**src/rtl/wb_port_arbiter_pkg.sv**
```systemverilog
// Shared constants and types for the write-back port arbiter.
// Write-back source encodings match the existing MemtoReg select.
package wb_port_arbiter_pkg;

   localparam int DATA_W_DEF = 32;
   localparam int REG_W_DEF  = 5;

   localparam logic       WB_SRC_ALU = 1'b0;
   localparam logic       WB_SRC_MEM = 1'b1;
   localparam logic [4:0] REG_ZERO   = 5'd0;

   typedef enum logic [1:0] {
      GNT_NONE = 2'd0,
      GNT_ALU  = 2'd1,
      GNT_MEM  = 2'd2
   } grant_e;

endpackage

```
**src/rtl/wb_port_arbiter_if.sv**
```systemverilog
// Producer-side handshakes and register-file write port bundle.
// master = producers / register file side, slave = arbiter.
interface wb_port_arbiter_if #(
   parameter int DATA_W = 32,
   parameter int REG_W  = 5
);

   logic              alu_valid;
   logic              alu_ready;
   logic [REG_W-1:0]  alu_rd;
   logic [DATA_W-1:0] alu_data;

   logic              mem_valid;
   logic              mem_ready;
   logic [REG_W-1:0]  mem_rd;
   logic [DATA_W-1:0] mem_data;

   logic              RegWrite;
   logic [REG_W-1:0]  writeReg;
   logic [DATA_W-1:0] writeData;
   logic              MemtoReg;

   modport master (
      output alu_valid, alu_rd, alu_data,
      output mem_valid, mem_rd, mem_data,
      input  alu_ready, mem_ready,
      input  RegWrite, writeReg, writeData, MemtoReg
   );

   modport slave (
      input  alu_valid, alu_rd, alu_data,
      input  mem_valid, mem_rd, mem_data,
      output alu_ready, mem_ready,
      output RegWrite, writeReg, writeData, MemtoReg
   );

endinterface

```
**src/rtl/wb_fifo.sv**
```systemverilog
// Small count-based synchronous FIFO buffering ALU results.
// Push is ignored when full, pop is ignored when empty.
module wb_fifo #(
   parameter int WIDTH = 37,
   parameter int DEPTH = 2
)(
   input  logic             clk,
   input  logic             rst,
   input  logic             push,
   input  logic             pop,
   input  logic [WIDTH-1:0] wdata,
   output logic [WIDTH-1:0] rdata,
   output logic             full,
   output logic             empty
);

   localparam int PW = $clog2(DEPTH);
   localparam int CW = PW + 1;

   logic [PW-1:0]    wr_ptr_q, wr_ptr_d;
   logic [PW-1:0]    rd_ptr_q, rd_ptr_d;
   logic [CW-1:0]    count_q, count_d;
   logic [WIDTH-1:0] mem_q [DEPTH];
   logic             do_push, do_pop;

   assign full  = (count_q == CW'(DEPTH));
   assign empty = (count_q == '0);
   assign rdata = mem_q[rd_ptr_q];

   // Next pointer/count; pointers wrap naturally since DEPTH is a power of 2.
   always_comb begin
      do_push  = push && !full;
      do_pop   = pop && !empty;
      wr_ptr_d = wr_ptr_q;
      rd_ptr_d = rd_ptr_q;
      count_d  = count_q;
      if (do_push) wr_ptr_d = wr_ptr_q + 1'b1;
      if (do_pop)  rd_ptr_d = rd_ptr_q + 1'b1;
      case ({do_push, do_pop})
         2'b10:   count_d = count_q + 1'b1;
         2'b01:   count_d = count_q - 1'b1;
         default: count_d = count_q;
      endcase
   end

   // Pointer and occupancy state; reset empties the FIFO.
   always_ff @(posedge clk or posedge rst) begin
      if (rst) begin
         wr_ptr_q <= '0;
         rd_ptr_q <= '0;
         count_q  <= '0;
      end else begin
         wr_ptr_q <= wr_ptr_d;
         rd_ptr_q <= rd_ptr_d;
         count_q  <= count_d;
      end
   end

   // Storage needs no reset: entries are only read once counted valid.
   always_ff @(posedge clk) begin
      if (do_push) mem_q[wr_ptr_q] <= wdata;
   end

endmodule

```
**src/rtl/wb_port_arbiter.sv**
```systemverilog
// Register-file write port arbiter between buffered ALU results and
// unbuffered load results, with bounded starvation of the ALU FIFO.
module wb_port_arbiter
   import wb_port_arbiter_pkg::*;
#(
   parameter int DATA_W     = DATA_W_DEF,
   parameter int REG_W      = REG_W_DEF,
   parameter int DEPTH      = 2,
   parameter int STARVE_MAX = 2
)(
   input logic              clk,
   input logic              rst,
   wb_port_arbiter_if.slave bus
);

   localparam int SW = (STARVE_MAX < 1) ? 1 : $clog2(STARVE_MAX + 1);
   localparam int EW = REG_W + DATA_W;

   logic              f_push, f_pop, f_full, f_empty;
   logic [EW-1:0]     f_wdata, f_rdata;
   logic [REG_W-1:0]  f_rd;
   logic [DATA_W-1:0] f_data;

   logic              alu_cand, starve_max;
   grant_e            grant;

   logic [SW-1:0]     starve_q, starve_d;
   logic              reg_write_q, reg_write_d;
   logic [REG_W-1:0]  write_reg_q, write_reg_d;
   logic [DATA_W-1:0] write_data_q, write_data_d;
   logic              memto_reg_q, memto_reg_d;

   assign f_wdata = {bus.alu_rd, bus.alu_data};
   assign f_rd    = f_rdata[DATA_W +: REG_W];
   assign f_data  = f_rdata[DATA_W-1:0];

   wb_fifo #(
      .WIDTH (EW),
      .DEPTH (DEPTH)
   ) u_fifo (
      .clk   (clk),
      .rst   (rst),
      .push  (f_push),
      .pop   (f_pop),
      .wdata (f_wdata),
      .rdata (f_rdata),
      .full  (f_full),
      .empty (f_empty)
   );

   // Grant selection: MEM preferred until the ALU has waited STARVE_MAX wins.
   always_comb begin
      alu_cand   = !f_empty;
      starve_max = (starve_q == SW'(STARVE_MAX));
      grant      = GNT_NONE;
      if (alu_cand && (!bus.mem_valid || starve_max)) grant = GNT_ALU;
      else if (bus.mem_valid)                         grant = GNT_MEM;
   end

   // Readys ignore the pop this cycle and mem_valid, so no comb loop forms.
   assign bus.alu_ready = !rst && !f_full;
   assign bus.mem_ready = !rst && !(alu_cand && starve_max);
   assign f_push        = bus.alu_valid && bus.alu_ready;
   assign f_pop         = (grant == GNT_ALU);

   // Starvation counter and next write-port contents from the winner.
   always_comb begin
      starve_d     = starve_q;
      reg_write_d  = 1'b0;
      write_reg_d  = write_reg_q;
      write_data_d = write_data_q;
      memto_reg_d  = memto_reg_q;
      if (!alu_cand) starve_d = '0;
      case (grant)
         GNT_ALU: begin
            starve_d     = '0;
            reg_write_d  = (f_rd != REG_W'(REG_ZERO));
            write_reg_d  = f_rd;
            write_data_d = f_data;
            memto_reg_d  = WB_SRC_ALU;
         end
         GNT_MEM: begin
            if (alu_cand && !starve_max) starve_d = starve_q + 1'b1;
            reg_write_d  = (bus.mem_rd != REG_W'(REG_ZERO));
            write_reg_d  = bus.mem_rd;
            write_data_d = bus.mem_data;
            memto_reg_d  = WB_SRC_MEM;
         end
         default: ;
      endcase
   end

   // Registered write port and arbitration state.
   always_ff @(posedge clk or posedge rst) begin
      if (rst) begin
         starve_q     <= '0;
         reg_write_q  <= 1'b0;
         write_reg_q  <= '0;
         write_data_q <= '0;
         memto_reg_q  <= WB_SRC_ALU;
      end else begin
         starve_q     <= starve_d;
         reg_write_q  <= reg_write_d;
         write_reg_q  <= write_reg_d;
         write_data_q <= write_data_d;
         memto_reg_q  <= memto_reg_d;
      end
   end

   assign bus.RegWrite  = reg_write_q;
   assign bus.writeReg  = write_reg_q;
   assign bus.writeData = write_data_q;
   assign bus.MemtoReg  = memto_reg_q;

endmodule

```
**src/flat_wrapper.sv**
```systemverilog
// flat-port wrapper written by rule: the top's interface ports become plain ports
module wb_port_arbiter_flat import wb_port_arbiter_pkg::*;
#(
   parameter int DATA_W     = DATA_W_DEF,
   parameter int REG_W      = REG_W_DEF,
   parameter int DEPTH      = 2,
   parameter int STARVE_MAX = 2
)
  (clk, rst, bus_alu_valid, bus_alu_rd, bus_alu_data, bus_mem_valid, bus_mem_rd, bus_mem_data, bus_alu_ready, bus_mem_ready, bus_RegWrite, bus_writeReg, bus_writeData, bus_MemtoReg);
  wb_port_arbiter_if #(.DATA_W(DATA_W), .REG_W(REG_W)) bus_i ();
  input logic clk;
  input logic rst;
  input wire logic [$bits(bus_i.alu_valid)-1:0] bus_alu_valid;
  input wire logic [$bits(bus_i.alu_rd)-1:0] bus_alu_rd;
  input wire logic [$bits(bus_i.alu_data)-1:0] bus_alu_data;
  input wire logic [$bits(bus_i.mem_valid)-1:0] bus_mem_valid;
  input wire logic [$bits(bus_i.mem_rd)-1:0] bus_mem_rd;
  input wire logic [$bits(bus_i.mem_data)-1:0] bus_mem_data;
  output wire logic [$bits(bus_i.alu_ready)-1:0] bus_alu_ready;
  output wire logic [$bits(bus_i.mem_ready)-1:0] bus_mem_ready;
  output wire logic [$bits(bus_i.RegWrite)-1:0] bus_RegWrite;
  output wire logic [$bits(bus_i.writeReg)-1:0] bus_writeReg;
  output wire logic [$bits(bus_i.writeData)-1:0] bus_writeData;
  output wire logic [$bits(bus_i.MemtoReg)-1:0] bus_MemtoReg;
  assign bus_i.alu_valid = bus_alu_valid;
  assign bus_i.alu_rd = bus_alu_rd;
  assign bus_i.alu_data = bus_alu_data;
  assign bus_i.mem_valid = bus_mem_valid;
  assign bus_i.mem_rd = bus_mem_rd;
  assign bus_i.mem_data = bus_mem_data;
  assign bus_alu_ready = bus_i.alu_ready;
  assign bus_mem_ready = bus_i.mem_ready;
  assign bus_RegWrite = bus_i.RegWrite;
  assign bus_writeReg = bus_i.writeReg;
  assign bus_writeData = bus_i.writeData;
  assign bus_MemtoReg = bus_i.MemtoReg;
  wb_port_arbiter #(.DATA_W(DATA_W), .REG_W(REG_W), .DEPTH(DEPTH), .STARVE_MAX(STARVE_MAX)) u_core (.clk(clk), .rst(rst), .bus(bus_i));
endmodule
```
**config.mk**
```make
export PLATFORM = sky130hd
export DESIGN_NAME = wb_port_arbiter_flat
export DESIGN_NICKNAME = d
export VERILOG_FILES = /design/src/rtl/wb_port_arbiter_pkg.sv /design/src/rtl/wb_port_arbiter_if.sv /design/src/rtl/wb_fifo.sv /design/src/rtl/wb_port_arbiter.sv /design/src/flat_wrapper.sv
export SDC_FILE = /design/constraint.sdc
export NUM_CORES = 1
export LEC_CHECK = 0
export ABC_CLOCK_PERIOD_IN_PS = 3950
export CAP_MARGIN = 20
export CORE_ASPECT_RATIO = 0.75
export CORE_MARGIN = 5
export CORE_UTILIZATION = 50
export CTS_CLUSTER_SIZE = 14
export DETAILED_ROUTE_END_ITERATION = 12
export PLACE_DENSITY = 0.78
export SLEW_MARGIN = 10
export SYNTH_ARGS = -nofsm -noshare
export SYNTH_HDL_FRONTEND = slang
export SYNTH_HIERARCHICAL = 1
export SYNTH_SLANG_ARGS = --single-unit
```
**constraint.sdc**
```tcl
create_clock -name clk -period 3.95 [get_ports clk]
set_clock_uncertainty 0.05 [all_clocks]
set_input_delay 0.395 -clock clk [delete_from_list [all_inputs] [get_ports clk]]
set_output_delay 0.395 -clock clk [all_outputs]
set_load 0.05 [all_outputs]
```
# Word-level counts from Yosys, hierarchy flattened
# Memory sizes are Yosys's and may differ from the RTL's.
# Cells that the tools add are included.
# Widths: inputs -> output; s select.
[classes] add_sub_neg=5 n_eq_ne=6 n_mux=12 reduce_logical=20
[ops] op="$pmux 32 s2" n=1
[ops] op="$pmux 5 s2" n=1
[ops] op="$reduce_bool 5->1" n=2
[ops] op="$eq 2x2->1 const B" n=4
[ops] op="$logic_and 1x1->1" n=8
[ops] op="$mux 2" n=4
[ops] op="$pmux 2 s2" n=2
[ops] op="$logic_not 1->1" n=6
[ops] op="$add 2x1->2 const B" n=2
[ops] op="$eq 2x1->1 const B" n=2
[ops] op="$pmux 1 s2" n=2
[ops] op="$reduce_bool 2->1" n=2
[ops] op="$add 1x1->1 const B" n=2
[ops] op="$logic_not 2->1" n=1
[ops] op="$mux 1" n=2
[ops] op="$sub 2x1->2 const B" n=1
[ops] op="$logic_or 1x1->1" n=1
[word_totals] input_bits=78 mem_bits_rw=74 output_inout_bits=41 word_cells=52 memories=1 register_bits=45
[mem_list] memory="u_core.u_fifo.mem_q" words=2 word_bits=37 rd=1 rd_ports_with_merged_regs=0 wr=1 line="wb_fifo.sv:23" text="logic [WIDTH-1:0] mem_q [DEPTH];"

# Logic depth before layout (Yosys ltp)
[depth] ltp_word=8 ltp_mapped=12 ltp_nobuf=10

# Hierarchy
# Netlist, hierarchy kept.
[by_module_without_submodules] module="wb_fifo" cells_each=134 area_each_um2=2952.8 seq_area_each_um2=2322.2 instances=1
[by_module_without_submodules] module="wb_port_arbiter" cells_each=189 area_each_um2=2217.1 seq_area_each_um2=1026.0 instances=1

# Least setup slack after synthesis
# Ideal clock, no wire load.
[synth_path] kind="register to register" from="reg u_core.u_fifo.count_q[0]" to="mem u_core.u_fifo.mem_q[0][0], enable pin" path_stages_with_launch=7 synth_period_minus_slack_ns=3.619 slack_ns=0.331 n_path_buf=0 arrival_time_ns=3.138 setup_time_ns=0.431 t_required_ns=3.469 path_cell_list="dfrtp_1 > nand2b_1 > inv_1 > nor2_1 > and2_1 > nand2_1 > nor2_1"
[synth_between] elab_chain_cells=7
[synth_lines] element="from (decl)" line="wb_fifo.sv:22" text="logic [CW-1:0] count_q, count_d;"
[synth_lines] element="from (signal assigned)" line="wb_fifo.sv:55" text="count_q <= count_d;"
[synth_lines] element="$eq 2x2->1" line="wb_fifo.sv:26" text="assign full = (count_q == CW'(DEPTH));"
[synth_lines] element="named net u_core.f_full" line="wb_port_arbiter.sv:19" text="logic f_push, f_pop, f_full, f_empty;"
[synth_lines] element="$logic_not 1->1" line="wb_port_arbiter.sv:61" text="assign bus.alu_ready = !rst && !f_full;"
[synth_lines] element="$logic_and 1x1->1" line="wb_port_arbiter.sv:61"
[synth_lines] element="named net bus_alu_ready" line="flat_wrapper.sv:19" text="output wire logic [$bits(bus_i.alu_ready)-1:0] bus_alu_ready;"
[synth_lines] element="$logic_and 1x1->1" line="wb_port_arbiter.sv:63" text="assign f_push = bus.alu_valid && bus.alu_ready;"
[synth_lines] element="named net u_core.f_push" line="wb_port_arbiter.sv:19"
[synth_lines] element="$logic_and 1x1->1" line="wb_fifo.sv:32" text="do_push = push && !full;"
[synth_lines] element="$mux 1" line="wb_fifo.sv:61" text="if (do_push) mem_q[wr_ptr_q] <= wdata;"
[synth_lines] element="$mux 1 (implied by the code)" line="wb_fifo.sv:61"
[synth_lines] element="to (decl)" line="wb_fifo.sv:23"
# The timed path passes the listed nets, and every way through them passes these cells.

# Worst setup path in the final report
[layout_path] from="reg u_core.u_fifo.count_q[0]" to="reg u_core.u_fifo.count_q[1]"
[layout_between] elab_chain_cells=8 elab_cells_between_ends=17 cone_classes="2 x add/sub; 4 x eq/ne; 2 x mux; 9 x reduce/logical"
[layout_lines] element="$logic_not 2->1 *" line="wb_fifo.sv:27" text="assign empty = (count_q == '0);"
[layout_lines] element="named net u_core.f_empty" line="wb_port_arbiter.sv:19"
[layout_lines] element="$logic_not 1->1 *" line="wb_port_arbiter.sv:53" text="alu_cand = !f_empty;"
[layout_lines] element="$logic_and 1x1->1 *" line="wb_port_arbiter.sv:56" text="if (alu_cand && (!bus.mem_valid || starve_max)) grant = GNT_ALU;"
[layout_lines] element="$mux 2 *" line="wb_port_arbiter.sv:56"
[layout_lines] element="$eq 2x1->1 *" line="wb_port_arbiter.sv:64" text="assign f_pop = (grant == GNT_ALU);"
[layout_lines] element="named net u_core.f_pop" line="wb_port_arbiter.sv:19"
[layout_lines] element="$logic_and 1x1->1 *" line="wb_fifo.sv:33" text="do_pop = pop && !empty;"
[layout_lines] element="named net u_core.u_fifo.do_pop" line="wb_fifo.sv:24" text="logic do_push, do_pop;"
[layout_lines] element="$eq 2x1->1 / $eq 2x2->1 (equally long branches)" line="wb_fifo.sv:39" text="case ({do_push, do_pop})"
[layout_lines] element="$pmux 2 s2 / $reduce_bool 2->1 (equally long branches)"
# Mark *: on every way through the listed nets, which the timed path passes. The rest lies on a longest branch.
# A chain may end at the register's enable or synchronous reset.

==> metrics.cfg <==
[status]
outcome=finished, final reports clean

[min_path]
hp-class=in2async

[worst_setup_path]
start_kind=flop
crit_required_ns=4.22
worstPathCellList=nor2_4, buf_4, nand2b_4, inv_1, nor2b_2, ha_1, nor2_1, xor2_1
critPathMaxStageDelay_ns=0.53
endpoint_kind=flop
crit_path_max_fanout=42
critPathSlowestCell=nand2b_4
r2r_start=u_core/u_fifo/count_q[0]
worst-r2r-cell-count=8
r2r_setup_slack_ns=1.35
crit_start=u_core/u_fifo/count_q[0]
critPathKind=reg2reg
worst_ep_arrival_time_ns=2.87
r2r_end=u_core/u_fifo/count_q[1]

[global_routing]
grt.total_usage_pct=18.9
grt_pass1_wl_mm=18.1
met1_usage_pct=25.8
antenna_found_initial=0
overflow=0
grt_max_degree=43
grt_pass1_vias=3361
busiest_layer=met2
use_met3_pct=6.83
met2_usage_pct=28.5

[power_and_ir_drop]
p_switching_mw=2.10
pwr-share-comb_pct=40.1
p_int_mw=3.74
powerDensity_nw_per_um2=830
p_clk_share_pct=27.4
ir_drop_uv=617
power_switching_share_pct=35.9
p_leak_nw=2.71
seq_power_share_pct=32.5

[floorplanning]
die_x_um=127
dieArea_sq_um=12500
fp.coreArea_sq_um=10200
row_count=32
io_pins=119
start_util_pct=50.6
die_y_um=98.1

[timing]
rsz0062_at_grt=false
setup_viol=0
worst_slack_ns=1.35
finalHoldViolations=0
clock.fmax_mhz=385
worstMarginPinSlew_ns=0.964
fin_crit_sh_pct=65.7
fin_setup_tns_ns=0
maxSlewViolCount=0
period_minus_slack_ns=2.60
slew-limit-headroom_pct=35.7

[detailed_routing]
dr.first_iter.drc_count=233
drc=0
wl_per_cell_um=19.2
vias_per_cell=5.33
routed_wl_mm=11.4
vias=3155
first_pass_iters=4
postRouteAntennaNets=0

[cells_and_area]
drive_gt1_share_pct=23.7
final_area_sq_um=7030
area_growth_pct=36.1
n_antenna_cell=0
regArea_sq_um=3350
final_nets=523
num-fill-cells=692
final_common_cell=clkdlybuf4s50_1
multiInputGateArea_sq_um=1630
layout_common_cells=clkdlybuf4s50_1 (117), edfxtp_1 (74), dfrtp_1 (44)

[clock_tree]
post_cts_buffers=0
cts.sinks=119
clkLatencyLatePin_ns=0.41
clock_path_buffers=2
cts_tree=yes
holdBufCountCts=0
numCtsBuffers=17
cts-root-buf=clkbuf_16
ctsResizeCount=0
htree_levels=4
clk_pin_slew_worst_paths_ns=0.05

[synthesis]
syn_inst=323
synthFlopType=edfxtp_1
avgSynthCellArea_sq_um=16.0
syn_area_sq_um=5170
synth-async-reset-ratio_pct=37.8
ys_ff_latch=119
yosysWarnings=6
netlist-cell-type-count=29
synth_edf_count=74
synth_fp_nets=403
yosysSeqAreaShare_pct=64.8

[place]
dpl_cell_area_sq_um=6380
globalplace.congestion=0.769
dp_hpwl_mm=7.17
post-place-ws_ns=1.33
portBuffers=118

[flow_run]
maxCapViolations=0

==> critical path, delay by kind of cell (launching register included) <==
family,cells,cell delay [ns]
and+or+nand+nor,4,0.99
buffers and inverters,2,0.52
DFF,1,0.45
adders and majority gates,1,0.32
xor gates and xnor gates,1,0.15
==> power by group through the flow <==
| stage | Sequential (mW) | Combinational [mW] | Clock (mW) |
|---|---|---|---|
| finish | 1.90 | 2.34 | 1.60 |
| CTS | 1.91 | 2.35 | 1.63 |
| floorplan | 2.55 | 1.01 | 0 |
| global route | 1.94 | 2.47 | 1.69 |
| global placement | 1.91 | 2.30 | 0 |
| detailed placement | 1.92 | 2.33 | 0 |
==> synth_stat cells (all sizes together), types with 2 or more instances <==
cell type | instances | share of area (%)
o221a | 37 | 8.1
nor2 | 7 | 0.51
clkbuf | 4 | 0.29
xnor2 | 3 | 0.51
mux2i | 37 | 7.2
xor2 | 2 | 0.34
mux2 | 37 | 9.5
dfrtp | 45 | 22
ha | 2 | 0.48
nor3 | 2 | 0.19
inv | 6 | 0.44
edfxtp | 74 | 43
or4 | 2 | 0.29
nand2 | 38 | 2.8
nand2b | 3 | 0.65
buf | 18 | 3.2
==> final cells by class <==
type / count / share of cell area (%)
repair buffers: 123 / 17.5
flip-flops and latches: 119 / 47.6
well taps: 136 / 2.42
clock inverters: 10 / 2.13
multi-input cells: 176 / 23.2
inverters: 6 / 0.320
clock buffers: 22 / 6.74
==> registers in the layout (all words and copies together) (netlist names) <==
signal,count
u_core/bus.RegWrite,1
u_core/u_fifo/wr_ptr_q,1
u_core/bus.MemtoReg,1
u_core/bus.writeData,32
u_core/starve_q,2
u_core/u_fifo/mem_q,74
u_core/u_fifo/rd_ptr_q,1
u_core/u_fifo/count_q,2
u_core/bus.writeReg,5
==> cells by family after synthesis <==
logic type,Yosys count,synth area share (%)
mux,74,16.7
compound gates,40,8.47
flops,119,64.8
buf+inv,28,3.94
fa+ha+maj,2,0.484
simple gates,55,4.82
xor+xnor,5,0.847
==> worst max-delay path by stage <==
stage / endpoint / slack (ns) / cells after the start
detailed placement: u_core/u_fifo/mem_q[0][30] / 1.33 / 5
finish: u_core/u_fifo/count_q[1] / 1.35 / 8
global route: u_core/u_fifo/count_q[1] / 1.12 / 8
global placement: u_core/u_fifo/mem_q[0][34] / 1.36 / 5
CTS: u_core/u_fifo/count_q[1] / 1.33 / 8
floorplan: u_core/u_fifo/mem_q[0][0] / 0.33 / 6
==> metrics by stage <==
stage / hold WS (ns) / cells / power [mW] / utilization [%]
4_1_cts: 0.201 / 591 / 5.88 / 68.6
3_5_place_dp: 0.382 / 559 / 4.25 / 62.5
2_1_floorplan: 0.111 / 323 / 3.56 / -
5_1_grt: 0.234 / 592 / 6.10 / 68.9
3_3_place_gp: 0.368 / 559 / 4.21 / 62.5
6_report: 0.215 / 592 / 5.84 / 68.9
==> layer usage <==
| layer | up-vias | share of wire [%] |
|---|---|---|
| li1 | 1481 | - |
| met1 | 1549 | 44 |
| met2 | 119 | 47 |
| met3 | 6 | 8.0 |
| met4 | 0 | 0.44 |
| met5 | - | 0 |
(Power assumes the default switching activity.)
